==> config.mk <==
export PLATFORM = sky130hd
export DESIGN_NAME = ibex_register_file_mp
export DESIGN_NICKNAME = d
export VERILOG_FILES = /design/src/rtl/ibex_register_file_mp.sv
export SDC_FILE = /design/constraint.sdc
export NUM_CORES = 2
export LEC_CHECK = 0
export CAP_MARGIN = 20
export CORE_MARGIN = 1.5
export CORE_UTILIZATION = 55
export CTS_CLUSTER_SIZE = 16
export DETAILED_ROUTE_END_ITERATION = 6
export PLACE_DENSITY = 0.76
export SLEW_MARGIN = 10
export SYNTH_ARGS = -nofsm -noshare
export SYNTH_HDL_FRONTEND = slang
export SYNTH_SLANG_ARGS = --single-unit
==> constraint.sdc <==
create_clock -name clk_i -period 2.8 [get_ports clk_i]
set_input_delay 0.56 -clock clk_i [delete_from_list [all_inputs] [get_ports clk_i]]
set_output_delay 0.56 -clock clk_i [all_outputs]
set_load 0.03 [all_outputs]
==> src/rtl/ibex_register_file_mp.sv <==
// Multi-port register file with a sequenced, one-word-per-cycle clear.
// Defining IBEX_RF_BYPASS_EN forwards same-cycle write data to matching read ports.
module ibex_register_file_mp #(
    parameter int unsigned          DataWidth   = 32,
    parameter bit                   RV32E       = 1'b0,
    parameter int unsigned          NumRead     = 2,
    parameter int unsigned          NumWrite    = 2,
    parameter logic [DataWidth-1:0] WordZeroVal = '0
) (
    input  logic                          clk_i,
    input  logic                          rst_ni,
    input  logic [NumRead*5-1:0]          raddr_i,
    output logic [NumRead*DataWidth-1:0]  rdata_o,
    input  logic [NumWrite*5-1:0]         waddr_i,
    input  logic [NumWrite*DataWidth-1:0] wdata_i,
    input  logic [NumWrite-1:0]           we_i,
    input  logic                          clear_req_i,
    output logic                          busy_o,
    output logic                          wr_drop_o,
    output logic                          conflict_o
);

    // state | meaning
    // IDLE  | normal operation, port writes accepted
    // CLEAR | writing WordZeroVal to word clr_idx each cycle, port writes dropped

    localparam int unsigned NumWords = RV32E ? 16 : 32;
    localparam int unsigned AW       = RV32E ? 4 : 5;
    localparam logic [AW-1:0] LastIdx = AW'(NumWords - 1);

    typedef enum logic {
        IDLE  = 1'b0,
        CLEAR = 1'b1
    } state_e;

    state_e              state;
    logic [AW-1:0]       clr_idx;
    logic [DataWidth-1:0] mem [NumWords];

    logic [AW-1:0]        waddr_dec [NumWrite];
    logic [AW-1:0]        raddr_dec [NumRead];
    logic [DataWidth-1:0] rd_word   [NumRead];
    logic                 conflict_d;

    always_comb begin
        for (int w = 0; w < NumWrite; w++) begin
            waddr_dec[w] = waddr_i[w*5 +: AW];
        end
    end

    generate
        if (NumWrite > 1) begin : g_conflict
            assign conflict_d = we_i[0] & we_i[1] &
                                (waddr_dec[0] == waddr_dec[1]) &
                                (waddr_dec[0] != '0);
        end else begin : g_no_conflict
            assign conflict_d = 1'b0;
        end
    endgenerate

    always_ff @(posedge clk_i or negedge rst_ni) begin
        if (!rst_ni) begin
            state      <= IDLE;
            clr_idx    <= AW'(1);
            busy_o     <= 1'b0;
            wr_drop_o  <= 1'b0;
            conflict_o <= 1'b0;
        end else begin
            wr_drop_o  <= 1'b0;
            conflict_o <= 1'b0;
            case (state)
                IDLE: begin
                    conflict_o <= conflict_d;
                    if (clear_req_i) begin
                        state   <= CLEAR;
                        clr_idx <= AW'(1);
                        busy_o  <= 1'b1;
                    end
                end
                CLEAR: begin
                    wr_drop_o <= |we_i;
                    if (clr_idx == LastIdx) begin
                        state   <= IDLE;
                        clr_idx <= AW'(1);
                        busy_o  <= 1'b0;
                    end else begin
                        clr_idx <= clr_idx + AW'(1);
                    end
                end
                default: begin
                    state   <= IDLE;
                    clr_idx <= AW'(1);
                    busy_o  <= 1'b0;
                end
            endcase
        end
    end

    // Later write ports overwrite earlier ones, so port 1 wins on a collision.
    always_ff @(posedge clk_i or negedge rst_ni) begin
        if (!rst_ni) begin
            for (int i = 0; i < NumWords; i++) begin
                mem[i] <= WordZeroVal;
            end
        end else if (state == CLEAR) begin
            mem[clr_idx] <= WordZeroVal;
        end else begin
            for (int w = 0; w < NumWrite; w++) begin
                if (we_i[w] && (waddr_dec[w] != '0)) begin
                    mem[waddr_dec[w]] <= wdata_i[w*DataWidth +: DataWidth];
                end
            end
        end
    end

    always_comb begin
        for (int p = 0; p < NumRead; p++) begin
            raddr_dec[p] = raddr_i[p*5 +: AW];
            rd_word[p]   = (raddr_dec[p] == '0) ? WordZeroVal : mem[raddr_dec[p]];
`ifdef IBEX_RF_BYPASS_EN
            if ((state == IDLE) && (raddr_dec[p] != '0)) begin
                for (int w = 0; w < NumWrite; w++) begin
                    if (we_i[w] && (waddr_dec[w] == raddr_dec[p])) begin
                        rd_word[p] = wdata_i[w*DataWidth +: DataWidth];
                    end
                end
            end
`endif
        end
    end

    generate
        for (genvar p = 0; p < NumRead; p++) begin : g_rdata
            assign rdata_o[p*DataWidth +: DataWidth] = rd_word[p];
        end
    endgenerate

endmodule

==> impl_metrics.ini <==
[logic_synthesis]
yosys-top-cells-area = sky130_fd_sc_hd__dfrtp_1 (34%), sky130_fd_sc_hd__mux4_2 (13%), sky130_fd_sc_hd__a211oi_1 (9.6%)
ys_ff_latch = 1033
async_reset_ff_share_pct = 100
syn_nets = 8641
synth.yosys.warnings = 0
yosys.cell_types.count = 57
synth_top_cell_by_area = sky130_fd_sc_hd__dfrtp_1
synth.top_cell.area_share_pct = 33.9
synth.cell_area_sq_mm = 0.0763
number_of_synthesized_flops_with_an_enable_pin = 0
post_synth_inst_count = 8547
synth_sequential_area_ratio_pct = 33.9
synthFlopType = sky130_fd_sc_hd__dfrtp_1
synth_area_per_cell_sq_um = 8.92

[pwr]
power.sequential.fraction_pct = 34.0
vdd.ir_drop.worst_v = 0.000801
net-switching-power_uw = 31800
power_switching_share_pct = 42.2
comb_power_share_pct = 43.7
p_int_uw = 43600
clockPowerShare_pct = 22.2
pwr_density_cell_mw_per_mm2 = 787
leakage_power_uw = 0.0429

[critical_path]
worstSetupEndpointType = primary output
r2r_slack_ps = 480
cp.required_ps = 2240
cp_data_arrival_time_ps = 2870
cp_class = flop to primary output
startpoint_of_the_most_critical_register_to_register_path = clr_idx[3]
critical_path.max_fanout = 4
worst_setup_path_start_kind = flop
destination_of_the_worst_register_to_register_timing_path = mem[1003]
r2r.worst_path.cells = 4

[floorplanning]
total_core_area_sq_mm = 0.137
io-pin-count = 156
die-height_um = 375
floorplan.initialDensity_pct = 55.5
die_x_um = 375
floorplan.die_area_sq_mm = 0.141
fp-row-count = 136

[routing]
antenna_violating_nets_post_route = 0
drcViolationCount = 11
drt-vias-per-instance = 8.02
initialDrtViolationCount = 16060
wirelength_um = 389000
detailroute.via_count = 86401
average_detailed_routed_wire_length_per_instance_um = 36.1
drt_first_pass_iters = 7

[final_layout]
filler_cell_count = 10154
final_net_count = 8968
area_delta_synth_final_pct = 25.6
drive_above_1_share_pct = 26.6
final-seq-area_sq_mm = 0.0259
final_area_sq_mm = 0.0958
final_core_utilization_pct = 69.7
area_used_by_multi_input_combinational_logic_sq_mm = 0.0485

[min_path]
timing.hold.worst.start = wdata_i[46]
hold_class = input pin to flop
holdPathStages = 3
worstHoldEndpoint = mem[814]

[timing]
final_min_period_over_clock_period_pct = 122
worst_slack_setup_final_ps = -626
tightest_slew_ps = 1170
clock_skew_ps = 31.4
max_freq_ghz = 0.292
whs_ps = 231
hold_violation_count_in_the_final_report = 0
layout_min_cycle_time_ps = 3430
rsz0062_at_grt = true
finalSetupViolations = 64
timing_max_transition_violations_final = 0
worst_slew_margin_pct = 22.1

[global_routing]
overflow = 0
grt_max_degree = 130
global_route_wire_length_before_repair_um = 567000
grt.total_usage_pct = 53.9
number_of_antenna_violations_at_the_first_check_in_global_routing = 7
first_global_vias = 84820

[clock_network]
clock_tree_from_tritoncts = built
cts_buffer_depth = 3
worstSkewPairLatency_ps = 800
path_clk_slew_ps = 60
clock-sinks = 1033
htree_num_levels = 3
cts_inserted_buffers = 121
cts.root.buffer_cell = sky130_fd_sc_hd__clkbuf_16

[place]
routabilityCongestion = 1.02
place_area_sq_mm = 0.0877
port-buffer-count = 155
detailedPlacementHpwl_um = 249000

[run_status]
violations = DRC, setup timing
status = finished with violations

[run]
maxCapViolations = 0
[final cells by class]
type                       instances  share of cell area, %
timing repair buffer            1371                   15.7
inverter                          24                 0.0980
multi-input combinational       6323                   50.6
clock buffer                     182                   3.69
antenna                            5                 0.0131
clock inverter                    42                  0.515
tap                             1794                   2.34
sequential                      1033                   27.0
[cells in the final DEF (no fill, tap or decap), types with 58 or more instances in the layout]
master / instances
sky130_fd_sc_hd__nor2_1: 918
sky130_fd_sc_hd__buf_6: 65
sky130_fd_sc_hd__o31ai_1: 950
sky130_fd_sc_hd__buf_12: 326
sky130_fd_sc_hd__mux4_2: 448
sky130_fd_sc_hd__buf_4: 873
sky130_fd_sc_hd__a211oi_1: 922
sky130_fd_sc_hd__nand2_1: 979
sky130_fd_sc_hd__clkbuf_16: 128
sky130_fd_sc_hd__mux2i_1: 124
sky130_fd_sc_hd__clkdlybuf4s50_1: 58
sky130_fd_sc_hd__o21ai_0: 113
sky130_fd_sc_hd__dfrtp_1: 1017
sky130_fd_sc_hd__and3_1: 908
sky130_fd_sc_hd__a21o_1: 86
[flip-flops by register name (all words and copies together), names as in the netlist]
| name | count |
|---|---|
| conflict_o | 1 |
| busy_o | 1 |
| state | 1 |
| wr_drop_o | 1 |
| mem | 1024 |
| clr_idx | 5 |
[routing by layer]
layer	vias to the layer above	global-route usage, %	wire length, um
li1	33015	-	-
met4	12	38.1	35100
met1	41437	65.7	125000
met5	-	0	371
met2	9181	73.7	155000
met3	2756	27.0	73100
[cell usage after synthesis, drive strengths merged (86+ instances only)]
cell	number
nor2	951
a21o	86
nand2	980
and3	908
a311oi	109
buf	174
mux2i	128
clkbuf	993
mux4	448
o21ai	196
o31ai	952
a211oi	971
dfrtp	1032
[logic make-up (layout without fill, tap and decap cells)]
family          after synthesis  in the layout  synth area share (%)
compound gates             2560           2560                  24.8
xor+xnor                      7              7                0.0804
fa+ha+maj                     5              5                0.0820
buf+inv                    1191           1619                  6.15
flops                      1033           1033                  33.9
mux                         640            640                  15.9
other cells                   0              5                     0
simple gates               3111           3111                  19.2
[critical path, cell delays in order (launching register included)]
cell and delay [ps]:
sky130_fd_sc_hd__dfrtp_1 430, sky130_fd_sc_hd__mux4_2 470, sky130_fd_sc_hd__mux2_2 280, sky130_fd_sc_hd__o21ai_1 490
sky130_fd_sc_hd__a311oi_4 160, sky130_fd_sc_hd__clkbuf_16 240
[repair_timing]
item,4_1_cts,5_1_grt
hold buffers,1,0
pin swaps,105,52
setup endpoints to repair,64,64
gates cloned,4,2
hold endpoints to repair,29,0
gates resized for setup,385,116
setup buffers,171,66
[power by group through the flow]
stage	registers, uW	logic (uW)	clock network (uW)
finish	25700	33000	16800
global route	26100	34200	17200
CTS	25200	30800	16600
detailed placement	25600	28500	0
global placement	25300	27600	0
floorplan	23300	18000	0
[metrics by stage]
stage | power [uW] | worst slack (ps) | cells | setup TNS, ps
floorplan | 41300 | 12.1 | 8547 | 0
global placement | 52800 | -1070 | 10316 | -38950
detailed placement | 54100 | -1030 | 10317 | -39310
CTS | 72700 | -511 | 10704 | -20090
global route | 77400 | -618 | 10771 | -23810
finish | 75400 | -626 | 10774 | -24350
[worst max-delay path by stage]
stage	slack (ps)	startpoint	cells past startpoint	to
after global placement	-1070	raddr_i[0]	9	rdata_o[1]
after floorplan	10	raddr_i[1]	7	rdata_o[12]
after CTS	-510	mem[32]	5	rdata_o[0]
final	-630	mem[737]	5	rdata_o[1]
after global routing	-620	mem[929]	6	rdata_o[1]
after detailed placement	-1030	raddr_i[0]	9	rdata_o[1]
Note: power is estimated with default switching activity, not from simulation.
